--- config.mk ---
export PLATFORM = sky130hd
export DESIGN_NAME = axis_fifo_flat
export DESIGN_NICKNAME = d
export VERILOG_FILES = /design/src/rtl/axis_fifo_pkg.sv /design/src/rtl/axis_if.sv /design/src/rtl/axis_fifo_mem.sv /design/src/rtl/axis_fifo.sv /design/src/flat_wrapper.sv
export SDC_FILE = /design/constraint.sdc
export NUM_CORES = 1
export LEC_CHECK = 0
export ABC_AREA = 1
export CAP_MARGIN = 15
export CORE_UTILIZATION = 49
export DETAILED_ROUTE_END_ITERATION = 8
export HOLD_SLACK_MARGIN = 0.08
export PLACE_DENSITY_LB_ADDON = 0.3
export REMOVE_ABC_BUFFERS = 1
export SETUP_SLACK_MARGIN = 0.1
export SKIP_CTS_REPAIR_TIMING = 1
export SYNTH_ARGS = -nofsm -noshare
export SYNTH_HDL_FRONTEND = slang
export SYNTH_HIERARCHICAL = 1
export SYNTH_SLANG_ARGS = --single-unit
export TNS_END_PERCENT = 50
--- constraint.sdc ---
create_clock -name clk -period 2.45 [get_ports clk]
set_input_delay 0.3675 -clock clk [delete_from_list [all_inputs] [get_ports clk]]
set_output_delay 0.3675 -clock clk [all_outputs]
set_load 0.01 [all_outputs]
--- src/rtl/axis_fifo_pkg.sv ---
// rtl/axis_fifo_pkg.sv - shared constants and elaboration helpers for axis_fifo
`timescale 1ns/1ps
package axis_fifo_pkg;

  localparam int AXIS_FIFO_DEFAULT_DEPTH = 4;

  function automatic bit is_pow2(input int n);
    return (n > 0) && ((n & (n - 1)) == 0);
  endfunction

endpackage

--- src/rtl/axis_if.sv ---
// rtl/axis_if.sv - minimal AXI-Stream channel (tvalid/tready/tdata)
`timescale 1ns/1ps
interface axis_if #(
  parameter int TDATA_WIDTH = 8
);
  logic                   tvalid;
  logic                   tready;
  logic [TDATA_WIDTH-1:0] tdata;

  modport s (input tvalid, input tdata, output tready);
  modport m (output tvalid, output tdata, input tready);
endinterface

--- src/rtl/axis_fifo_mem.sv ---
// rtl/axis_fifo_mem.sv - simple dual-port storage, one sync write port, one async read port
`timescale 1ns/1ps
module axis_fifo_mem #(
  parameter int DEPTH = 4,
  parameter int WIDTH = 8,
  parameter int AW    = $clog2(DEPTH)
) (
  input  logic             clk,
  input  logic             i_we,
  input  logic [AW-1:0]    i_waddr,
  input  logic [WIDTH-1:0] i_wdata,
  input  logic [AW-1:0]    i_raddr,
  output logic [WIDTH-1:0] o_rdata
);

  // No reset on the array so it can map onto LUTRAM/BRAM.
  logic [WIDTH-1:0] r_mem [DEPTH];

  always_ff @(posedge clk) begin
    if (i_we) begin
      r_mem[i_waddr] <= i_wdata;
    end
  end

  assign o_rdata = r_mem[i_raddr];

endmodule

--- src/rtl/axis_fifo.sv ---
// rtl/axis_fifo.sv - AXI-Stream synchronous FIFO with flush and occupancy output
`timescale 1ns/1ps
module axis_fifo
  import axis_fifo_pkg::*;
#(
  parameter int DEPTH = AXIS_FIFO_DEFAULT_DEPTH
) (
  input  logic                         clk,
  input  logic                         rst,
  axis_if.s                            axis_sif,
  axis_if.m                            axis_mif,
  input  logic                         flush,
  output logic [$clog2(DEPTH+1)-1:0]   count
);

  localparam int TDATA_WIDTH = axis_mif.TDATA_WIDTH;
  localparam int AW          = $clog2(DEPTH);
  localparam int PW          = AW + 1;
  localparam int CW          = $clog2(DEPTH + 1);

  if (!is_pow2(DEPTH) || (DEPTH < 2)) begin : g_bad_depth
    $error("axis_fifo: DEPTH must be a power of two >= 2");
  end
  if ((TDATA_WIDTH <= 0) || (TDATA_WIDTH != axis_sif.TDATA_WIDTH)) begin : g_bad_width
    $error("axis_fifo: TDATA_WIDTH must be > 0 and match on both interfaces");
  end

  logic [PW-1:0]          r_wr_ptr;
  logic [PW-1:0]          r_rd_ptr;
  logic                   w_empty;
  logic                   w_full;
  logic                   w_push;
  logic                   w_pop;
  logic [PW-1:0]          w_occ;
  logic [TDATA_WIDTH-1:0] w_rdata;

  assign w_empty = (r_wr_ptr == r_rd_ptr);
  assign w_full  = (r_wr_ptr[AW-1:0] == r_rd_ptr[AW-1:0]) && (r_wr_ptr[AW] != r_rd_ptr[AW]);

  // tready depends only on registered state, so there is no path from downstream tready.
  assign axis_sif.tready = rst && !w_full;
  assign axis_mif.tvalid = !w_empty;
  assign axis_mif.tdata  = w_rdata;

  assign w_push = axis_sif.tvalid && axis_sif.tready;
  assign w_pop  = axis_mif.tvalid && axis_mif.tready;

  assign w_occ = r_wr_ptr - r_rd_ptr;
  assign count = CW'(w_occ);

  always_ff @(posedge clk or negedge rst) begin
    if (!rst) begin
      r_wr_ptr <= '0;
      r_rd_ptr <= '0;
    end else if (flush) begin
      // Handshakes in the flush cycle complete upstream but leave nothing behind.
      r_rd_ptr <= r_wr_ptr;
    end else begin
      if (w_push) begin
        r_wr_ptr <= r_wr_ptr + PW'(1);
      end
      if (w_pop) begin
        r_rd_ptr <= r_rd_ptr + PW'(1);
      end
    end
  end

  axis_fifo_mem #(
    .DEPTH (DEPTH),
    .WIDTH (TDATA_WIDTH),
    .AW    (AW)
  ) u_mem (
    .clk     (clk),
    .i_we    (w_push && !flush),
    .i_waddr (r_wr_ptr[AW-1:0]),
    .i_wdata (axis_sif.tdata),
    .i_raddr (r_rd_ptr[AW-1:0]),
    .o_rdata (w_rdata)
  );

endmodule
--- src/flat_wrapper.sv ---
// flat-port wrapper written by rule: the top's interface ports become plain ports
module axis_fifo_flat import axis_fifo_pkg::*;
#(
  parameter int DEPTH = AXIS_FIFO_DEFAULT_DEPTH
)
  (clk, rst, flush, count, axis_sif_tvalid, axis_sif_tdata, axis_sif_tready, axis_mif_tvalid, axis_mif_tdata, axis_mif_tready);
  axis_if axis_sif_i ();
  axis_if axis_mif_i ();
  input  logic clk;
  input  logic rst;
  input  logic flush;
  output logic [$clog2(DEPTH+1)-1:0] count;
  input wire logic [$bits(axis_sif_i.tvalid)-1:0] axis_sif_tvalid;
  input wire logic [$bits(axis_sif_i.tdata)-1:0] axis_sif_tdata;
  output wire logic [$bits(axis_sif_i.tready)-1:0] axis_sif_tready;
  output wire logic [$bits(axis_mif_i.tvalid)-1:0] axis_mif_tvalid;
  output wire logic [$bits(axis_mif_i.tdata)-1:0] axis_mif_tdata;
  input wire logic [$bits(axis_mif_i.tready)-1:0] axis_mif_tready;
  assign axis_sif_i.tvalid = axis_sif_tvalid;
  assign axis_sif_i.tdata = axis_sif_tdata;
  assign axis_sif_tready = axis_sif_i.tready;
  assign axis_mif_tvalid = axis_mif_i.tvalid;
  assign axis_mif_tdata = axis_mif_i.tdata;
  assign axis_mif_i.tready = axis_mif_tready;
  axis_fifo #(.DEPTH(DEPTH)) u_core (.clk(clk), .rst(rst), .axis_sif(axis_sif_i), .axis_mif(axis_mif_i), .flush(flush), .count(count));
endmodule
Yosys cells after proc, flatten, opt, wreduce, memory -nomap -nowiden --
Memories as Yosys holds them, arrays and structs flattened. Cells that the tools add are included.
Storage, ports and cells: register bits 6, bits in writable memories 32, memories kept 1, output and inout port bits 13
Memory list:
- u_core.u_mem.r_mem | words 4, bits a word 8, read ports 1, clocked after memory_dff 0, wr ports 1, line axis_fifo_mem.sv:17 | logic [WIDTH-1:0] r_mem [DEPTH];
Operators by class: bitwise logic cells 1, reduce and logical (&&, ||, !) cells 10, muxes and demuxes 4, add/subtract/negate cells 3, eq/ne operators 3
Operators by type and width (count):
- 3-bit by 1-bit adder with 3-bit output, second input constant | 2
- 3-bit two-way mux | 2
- 1-bit logical AND | 5
- 3-bit == test | 1
- 1-bit zero test | 3
- 3-bit subtractor | 1
- 2-bit == test | 1
- 1-bit two-way mux | 2
- 2-bit AND reduction | 1
- 2-bit nonzero test | 1
- 1-bit inequality test | 1
- 1-bit NOT | 1

Depth between registers and ports, before layout --
Gate-level depths: netlist (run 1).
depth in word-level cells 8, gate-level depth with buffers 9

Cells and area by module --
Netlist (run 1), hierarchy kept.
By module, submodules not included:
- axis_fifo_mem | area an instance 1387.6 µm², instances 1, cells each 133
- axis_fifo | area an instance 508.0 µm², instances 1, cells each 60

Least setup slack after synthesis (run 1) --
No wires, ideal clock.
path type register to register, from register u_core.r_wr_ptr[0], to memory u_core.u_mem.r_mem[0][0], enable pin, data arrival time 1.871 ns, data required time 2.067 ns, path buffers 0, setup slack 0.195 ns, cell stages (with the launch flop) 10, setup time 0.383 ns, path through dfrtp_1 -> inv_1 -> ha_1 -> nand2_1 -> clkinv_2 -> nand3_2 -> nand3_2 -> nor2_4 -> inv_1 -> nor3_1
Between the ends: cells in the longest elaborated chain, start to end 8
RTL lines:
- from (decl) | line axis_fifo.sv:28 | logic [PW-1:0] r_wr_ptr;
- from (signal assigned) | line axis_fifo.sv:60 | r_wr_ptr <= r_wr_ptr + PW'(1);
- 2-bit == test | line axis_fifo.sv:38 | assign w_full = (r_wr_ptr[AW-1:0] == r_rd_ptr[AW-1:0]) && (r_wr_ptr[AW] != r_rd_ptr[AW]);
- 1-bit logical AND | line axis_fifo.sv:38
- 1-bit zero test | line axis_fifo.sv:41 | assign axis_sif.tready = rst && !w_full;
- 1-bit logical AND | line axis_fifo.sv:41
- 1-bit logical AND | line axis_fifo.sv:45 | assign w_push = axis_sif.tvalid && axis_sif.tready;
- 1-bit logical AND | line axis_fifo.sv:74 | .i_we (w_push && !flush),
- 1-bit two-way mux | line axis_fifo_mem.sv:20 | if (i_we) begin
- 1-bit two-way mux (implied by the code) | line axis_fifo_mem.sv:21 | r_mem[i_waddr] <= i_wdata;
- to (decl) | line axis_fifo_mem.sv:17
Several ways; a longest one is shown, not always the timed one.

Worst setup path after layout (run 1) --
from register u_core.r_rd_ptr[1], to output axis_mif_tdata[2]
Between the ends: cells in the longest elaborated chain, start to end 1
RTL lines:
- from (decl) | line axis_fifo.sv:29 | logic [PW-1:0] r_rd_ptr;
- from (signal assigned) | line axis_fifo.sv:57 | r_rd_ptr <= r_wr_ptr;
- from (signal assigned) | line axis_fifo.sv:63 | r_rd_ptr <= r_rd_ptr + PW'(1);
- memory read 4 x 8 bit
- to (decl) | line flat_wrapper.sv:17 | output wire logic [$bits(axis_mif_i.tdata)-1:0] axis_mif_tdata;
No other way between the ends.

==> metrics, run 1 <==
RSZ-0062 raised after global routing false; fmax 448.1 MHz; first-pass GRT wire length 5.540 mm; PortBufs 25; area delta synth->final 24.03%; antenna-violating nets left 0; Slew headroom 0.7948; total power 2534 µW; max incr delay on CP 0.53 ns; Max VDD drop 0.0006760 V; switching share of power 0.3546; CP delay by family, top buffers and inverters; largest net degree at the start of global routing 21; Routed WL 3.241 mm; yosys warns 6; gr ovfl total 0; Vias 1288; Via density 4.633; Worst Setup Start Kind flip-flop; Die X 64.20 µm; CP Buf/Inv Count 3; Final setup viols 0; Leak 0.001115 µW; antenna cells 0; Critical Path Slowest Stage Cell clkdlybuf4s50_1; # rows 22; # DRC 0; largest cells by area after synthesis edfxtp_1, nand2_1, inv_1; Gate power share 0.476; synth cell count leaders nand2_1, inv_1, edfxtp_1; final hold vios 0; # IOs 26; pre-CTS WS 0.2694 ns; Syn Std Cell Area 1896 µm²; Max Transition Viols Final 0; TritonCTS clock tree yes; WP data required 2.08 ns; Reg power frac 0.332; maxcap violations 0; share of cells above drive strength 1 0.1348; Worst Path Arrival 1.86 ns; H-tree Lvls 2; WL per Instance 11.66 µm; Yosys reg bits 38; metal3 WL 113 µm; FILL cells 311; core area 3689 µm²; critical path class reg -> out; clock sinks 38; vias in the first global route 1255; global placer's final weighted congestion 0.7556; Final Skew 0.003680 ns; top sig layer met4; Yosys top cell area share 0.5069; Chip Height 64.20 µm; Post-synth EDFFs 32; DPL Wire Length 2.244 mm; clock power share 0.192; crit end category primary output; clk root buf clkbuf_8; die area 4121 µm²; Starting DRT DRC Count 39; Synth Instances 193; nets 248; min cycle time layout 2.232 ns; count leader, synth nand2_1; Tcrit/Tclk final 0.9108; All-Layer GR Usage 0.1849; Final WS setup 0.2185 ns; wl on met1 1.522 mm; Post-DP Area 2223 µm²; CTS Buf Count 5; Hold Crit Class in -> async; sequential share of the synthesized area 0.5861; area leader, netlist edfxtp_1; Initial Util 0.5139; Primary FF master, synth edfxtp_1; Cell Chain, Critical Path buf_4 -> inv_1 -> nand3_1 -> nand2_1 -> clkdlybuf4s50_1; Final Instance Area 2351 µm²; internal power 1635 µW; Worst-Margin Slew 0.3075 ns; drt first pass iters 4; clock slew at reported path FFs 0.07 ns; PwrDens 1078 nW/µm²; fraction of registers with async set or reset after synthesis 0.1579; synthesized area per cell 9.822 µm²; maximum root-to-sink buffer count 2; wire length on met2 1.557 mm; clk_lat worst skew 0.28 ns; status finished clean; largest fanout on the critical path 10; initial antenna violation count 0; synth unique cells 26; Sw Pwr 898.6 µW
## final cells by class
type                            count  area [µm²]  area share
Tap cell                           48       60.06     0.02555
Clock inverter                      2       33.78     0.01437
Inverter                           46       190.2     0.08089
Clock buffer                        5       68.82     0.02927
Timing Repair Buffer               34       325.3      0.1384
Multi-Input combinational cell    105       559.3      0.2379
Sequential cell                    38        1114      0.4737
## cells in the final DEF (no fill, tap or decap)
| cell type | n |
|---|---|
| dfrtp_2 | 2 |
| nand3_1 | 18 |
| a21boi_1 | 1 |
| dfrtp_1 | 4 |
| ha_1 | 4 |
| nor2_4 | 1 |
| clkinv_1 | 1 |
| nand3_2 | 2 |
| fa_1 | 1 |
| inv_2 | 1 |
| clkbuf_8 | 5 |
| xor2_1 | 2 |
| nand3_4 | 1 |
| o21ai_0 | 3 |
| buf_4 | 9 |
| dlymetal6s2s_1 | 3 |
| bufinv_16 | 1 |
| inv_1 | 42 |
| nand2_1 | 60 |
| or2_1 | 1 |
| clkinv_2 | 1 |
| nand4_1 | 1 |
| edfxtp_1 | 32 |
| nand2_4 | 2 |
| bufinv_8 | 1 |
| nand2_2 | 2 |
| o21ai_2 | 2 |
| clkdlybuf4s50_1 | 22 |
| inv_4 | 1 |
| nor3_1 | 4 |
## power by group through the flow
| stage | combinational, µW | clock (µW) | sequential (µW) |
|---|---|---|---|
| 3_3_place_gp | 1190 | 0 | 853 |
| 3_5_place_dp | 1200 | 0 | 856 |
| 6_report | 1210 | 487 | 841 |
| 4_1_cts | 1210 | 496 | 843 |
| 2_1_floorplan | 633 | 0 | 888 |
| 5_1_grt | 1350 | 531 | 851 |
## layer usage
metal  vias up  track usage
met5         -            0
met4         0      0.06667
met3         6      0.04821
met2        21       0.3098
met1       589       0.2305
li1        672            -
## per-stage QoR
step	util	TNS (ns)	cells	hold slack, ns
3_3_place_gp	0.6028	0	269	0.5860
2_1_floorplan	-	-0.3263	189	0.07191
5_1_grt	0.6374	0	278	0.3319
4_1_cts	0.6306	-0.03769	276	0.3111
6_report	0.6374	0	278	0.3233
3_5_place_dp	0.6028	0	269	0.6048
## logic make-up (layout without fill, tap and decap cells)
family | after synthesis | count (layout) | synth area share
AO/OA/AOI/OAI | 6 | 6 | 0.02112
AND/OR/NAND/NOR | 92 | 92 | 0.2277
flip-flops | 38 | 38 | 0.5861
buffers and inverters | 50 | 87 | 0.1188
adder cells (fa/ha/maj) | 5 | 5 | 0.03697
XOR/XNOR | 2 | 2 | 0.009243
## registers in the layout, summed over array words and instances (netlist names)
signal,flops
u_core/r_wr_ptr,3
u_core/u_mem/r_mem,32
u_core/r_rd_ptr,3
## worst reg2reg max path, stage by stage, from the launching register on
cell and delay, ns:
dfrtp_2 0.39, inv_1 0.06, ha_1 0.30, nand2_1 0.09, clkinv_2 0.09, nand3_2 0.09
nand3_2 0.08, nor2_4 0.13, inv_1 0.09, nor3_1 0.16, buf_4 0.22
## final timing paths
path / endpoint / cells past startpoint / slack [ns] / start
worst max-delay path: axis_mif_tdata[2] / 5 / 0.22 / u_core/r_rd_ptr[1]$_DFFE_PN0P_
worst min-delay path: u_core/r_wr_ptr[2]$_DFFE_PN0P_ / 1 / 0.32 / rst
worst max register to register: u_core/u_mem/r_mem[1][7]$_DFFE_PP_ / 10 / 0.45 / u_core/r_wr_ptr[0]$_DFFE_PN0P_
worst min register to register: u_core/r_wr_ptr[0]$_DFFE_PN0P_ / 2 / 0.57 / u_core/r_wr_ptr[0]$_DFFE_PN0P_
max in group asynchronous: u_core/r_rd_ptr[1]$_DFFE_PN0P_ / 2 / 1.78 / rst
min in group clk: u_core/r_wr_ptr[0]$_DFFE_PN0P_ / 2 / 0.57 / u_core/r_wr_ptr[0]$_DFFE_PN0P_
No activity file was read; power rests on OpenSTA's default activity.
==> run 2, diff against run 1 <==
Settings changed: CORE_UTILIZATION 49 to 58, REMOVE_ABC_BUFFERS 1 to not set.
Clock period 2.45 ns to 2.7 ns, I/O delays scaled along.
==> metrics, run 2 (synthesized netlist as in run 1, its figures left out) <==
Cell Chain, Critical Path inv_1 -> ha_1 -> fa_1 -> inv_1 -> clkdlybuf4s50_1; Starting DRT DRC Count 74 (+90%); CP startpoint u_core/r_wr_ptr[0]$_DFFE_PN0P_; largest net degree at the start of global routing 21 (unchanged); first-pass GRT wire length 5.595 mm (+0.99%); status finished clean; WP data required 2.30 ns (+0.22 ns); # IOs 26 (unchanged); largest fanout on the critical path 4 (-6); number of flip-flops in the largest register 32 (unchanged); TritonCTS clock tree yes; Final Skew 0.01122 ns (+0.007539 ns); Initial Util 0.6159 (+0.1019); RSZ-0062 raised after global routing false; PwrDens 940.2 nW/µm² (-13%); Critical Path Most Common Cell inv_1; R2R Path End u_core/u_mem/r_mem[3][0]$_DFFE_PP_; die area 3501 µm² (-15%); Syn Nets 211; setup slack, reg-to-reg 0.65 ns (+0.20 ns); All-Layer GR Usage 0.2290 (+0.04404); FILL cells 214 (-31%); initial antenna violation count 0 (unchanged); commonest non-fill, non-tap cell in the layout nand2_1; # DRC 0 (unchanged); Final Instance Area 2288 µm² (-2.7%); Max Transition Viols Final 0 (unchanged); Final WS setup 0.2339 ns (+0.01546 ns); max incr delay on CP 0.52 ns (about the same); cell count after placement 265 (-1.5%); Slew headroom 0.7875 (-0.007301); clk root buf clkbuf_4; Worst Setup Start Kind flip-flop; Routed WL 3.455 mm (+6.6%); fin cells 275 (-1.1%); # rows 20 (-9.1%); core area 3078 µm² (-17%); Chip Height 59.17 µm (-7.8%); fmax 405.5 MHz; Hold Slack 0.3836 ns (+0.06030 ns); maxcap violations 0 (unchanged); Die X 59.17 µm (-7.8%); Setup TNS 0 ns (unchanged); maximum root-to-sink buffer count 2 (unchanged); Max VDD drop 0.0005089 V (-25%); Final setup viols 0 (unchanged); Worst Path Arrival 2.06 ns (+0.20 ns); most frequent cells in the layout nand2_1, inv_1, edfxtp_1; global placer's final weighted congestion 0.8366 (+11%); gr ovfl total 0 (unchanged); H-tree Lvls 2 (unchanged); Post-DP Area 2218 µm² (-0.22%); CP Buf/Inv Count 3 (unchanged); share of cells above drive strength 1 0.1342 (-0.0005835); Top Registers u_core/u_mem/r_mem: 32 flops, u_core/r_rd_ptr: 3 flops, u_core/r_wr_ptr: 3 flops; antenna-violating nets left 0 (unchanged); drt first pass iters 4 (unchanged); Hold Crit Class in -> async; Crit path depth 5 (unchanged); nets 248 (unchanged); final hold vios 0 (unchanged); crit end category primary output; Via density 4.844 (+4.5%); vias in the first global route 1222 (-2.6%); Critical path destination count[1]; Worst-Margin Slew 0.3184 ns (+0.01094 ns); area delta synth->final 20.73%; R2R depth 10 (unchanged); CTS Buf Count 5 (unchanged); WL per Instance 12.56 µm (+7.8%); min cycle time layout 2.466 ns; clock slew at reported path FFs 0.11 ns (+0.04 ns); r2r startpoint u_core/r_wr_ptr[0]$_DFFE_PN0P_; CP delay by family, top buffers and inverters; pre-CTS WS 0.4483 ns (+0.1789 ns); clk_lat worst skew 0.34 ns (+0.06 ns); Top reg by flops u_core/u_mem/r_mem; DPL Wire Length 2.439 mm (+8.7%); Tcrit/Tclk final 0.9134; clock sinks 38 (unchanged); Leak 0.001073 µW (-3.8%); antenna cells 0 (unchanged); Critical Path Slowest Stage Cell clkdlybuf4s50_1; Vias 1332 (+3.4%); critical path class reg -> out; PortBufs 25 (unchanged)
run 2: changes by cell type in the layout (fill, tap and decap cells not counted), sizes merged:
cell,change
clkbuf,+1
clkdlybuf4s50,+2
dlymetal6s2s,-2
clkinv,+1
bufinv,-1
run 2: worst min path at each step:
stage	startpoint	end	slack (ns)	depth (start not counted)
finish	rst	u_core/r_wr_ptr[0]$_DFFE_PN0P_	0.38	2
global route	rst	u_core/r_wr_ptr[0]$_DFFE_PN0P_	0.39	2
CTS	rst	u_core/r_wr_ptr[0]$_DFFE_PN0P_	0.37	2
detailed placement	u_core/r_rd_ptr[1]$_DFFE_PN0P_	u_core/r_rd_ptr[1]$_DFFE_PN0P_	0.56	2
global placement	u_core/r_rd_ptr[1]$_DFFE_PN0P_	u_core/r_rd_ptr[1]$_DFFE_PN0P_	0.54	2
floorplan	rst	u_core/r_rd_ptr[0]$_DFFE_PN0P_	0.11	0
run 2: cell type report:
cell class,instances,area [µm²],share of cell area
repair buffers,34,320.3,0.1400
flip-flops and latches,38,1114,0.4866
well taps,44,55.05,0.02406
clock inverters,2,8.758,0.003827
inverters,46,190.2,0.08311
clock buffers,6,41.29,0.01804
multi-input cells,105,559.3,0.2444
run 2: power breakdown:
group | total [µW] | switching (µW) | internal [µW] | leakage, µW
Combinational | 1120 | 602 | 521 | 0.000681
Clock | 266 | 169 | 97.7 | 0.0000297
Sequential | 762 | 55.0 | 707 | 0.000362
Total | 2150 | 826 | 1330 | 0.00107
run 2: stage by stage:
step / util / power, µW
2_1_floorplan: - / 1431
3_3_place_gp: 0.7207 / 1834
3_5_place_dp: 0.7207 / 1878
4_1_cts: 0.7370 / 2150
5_1_grt: 0.7435 / 2314
6_report: 0.7435 / 2152
run 2: layer usage:
metal	vias up	global-route usage	wire, µm	part of all wire
met1	598	0.2967	1481	0.43
met5	-	0	0	0
li1	681	-	-	-
met4	0	0.08163	51	0.015
met3	6	0.07642	225	0.065
met2	47	0.3620	1697	0.49
==> run 3, diff against run 2 <==
Settings changed: CTS_CLUSTER_DIAMETER set to 30.
==> results of run 3 <==
Same layout as run 2: the final DEF is identical, and so are final timing and power.
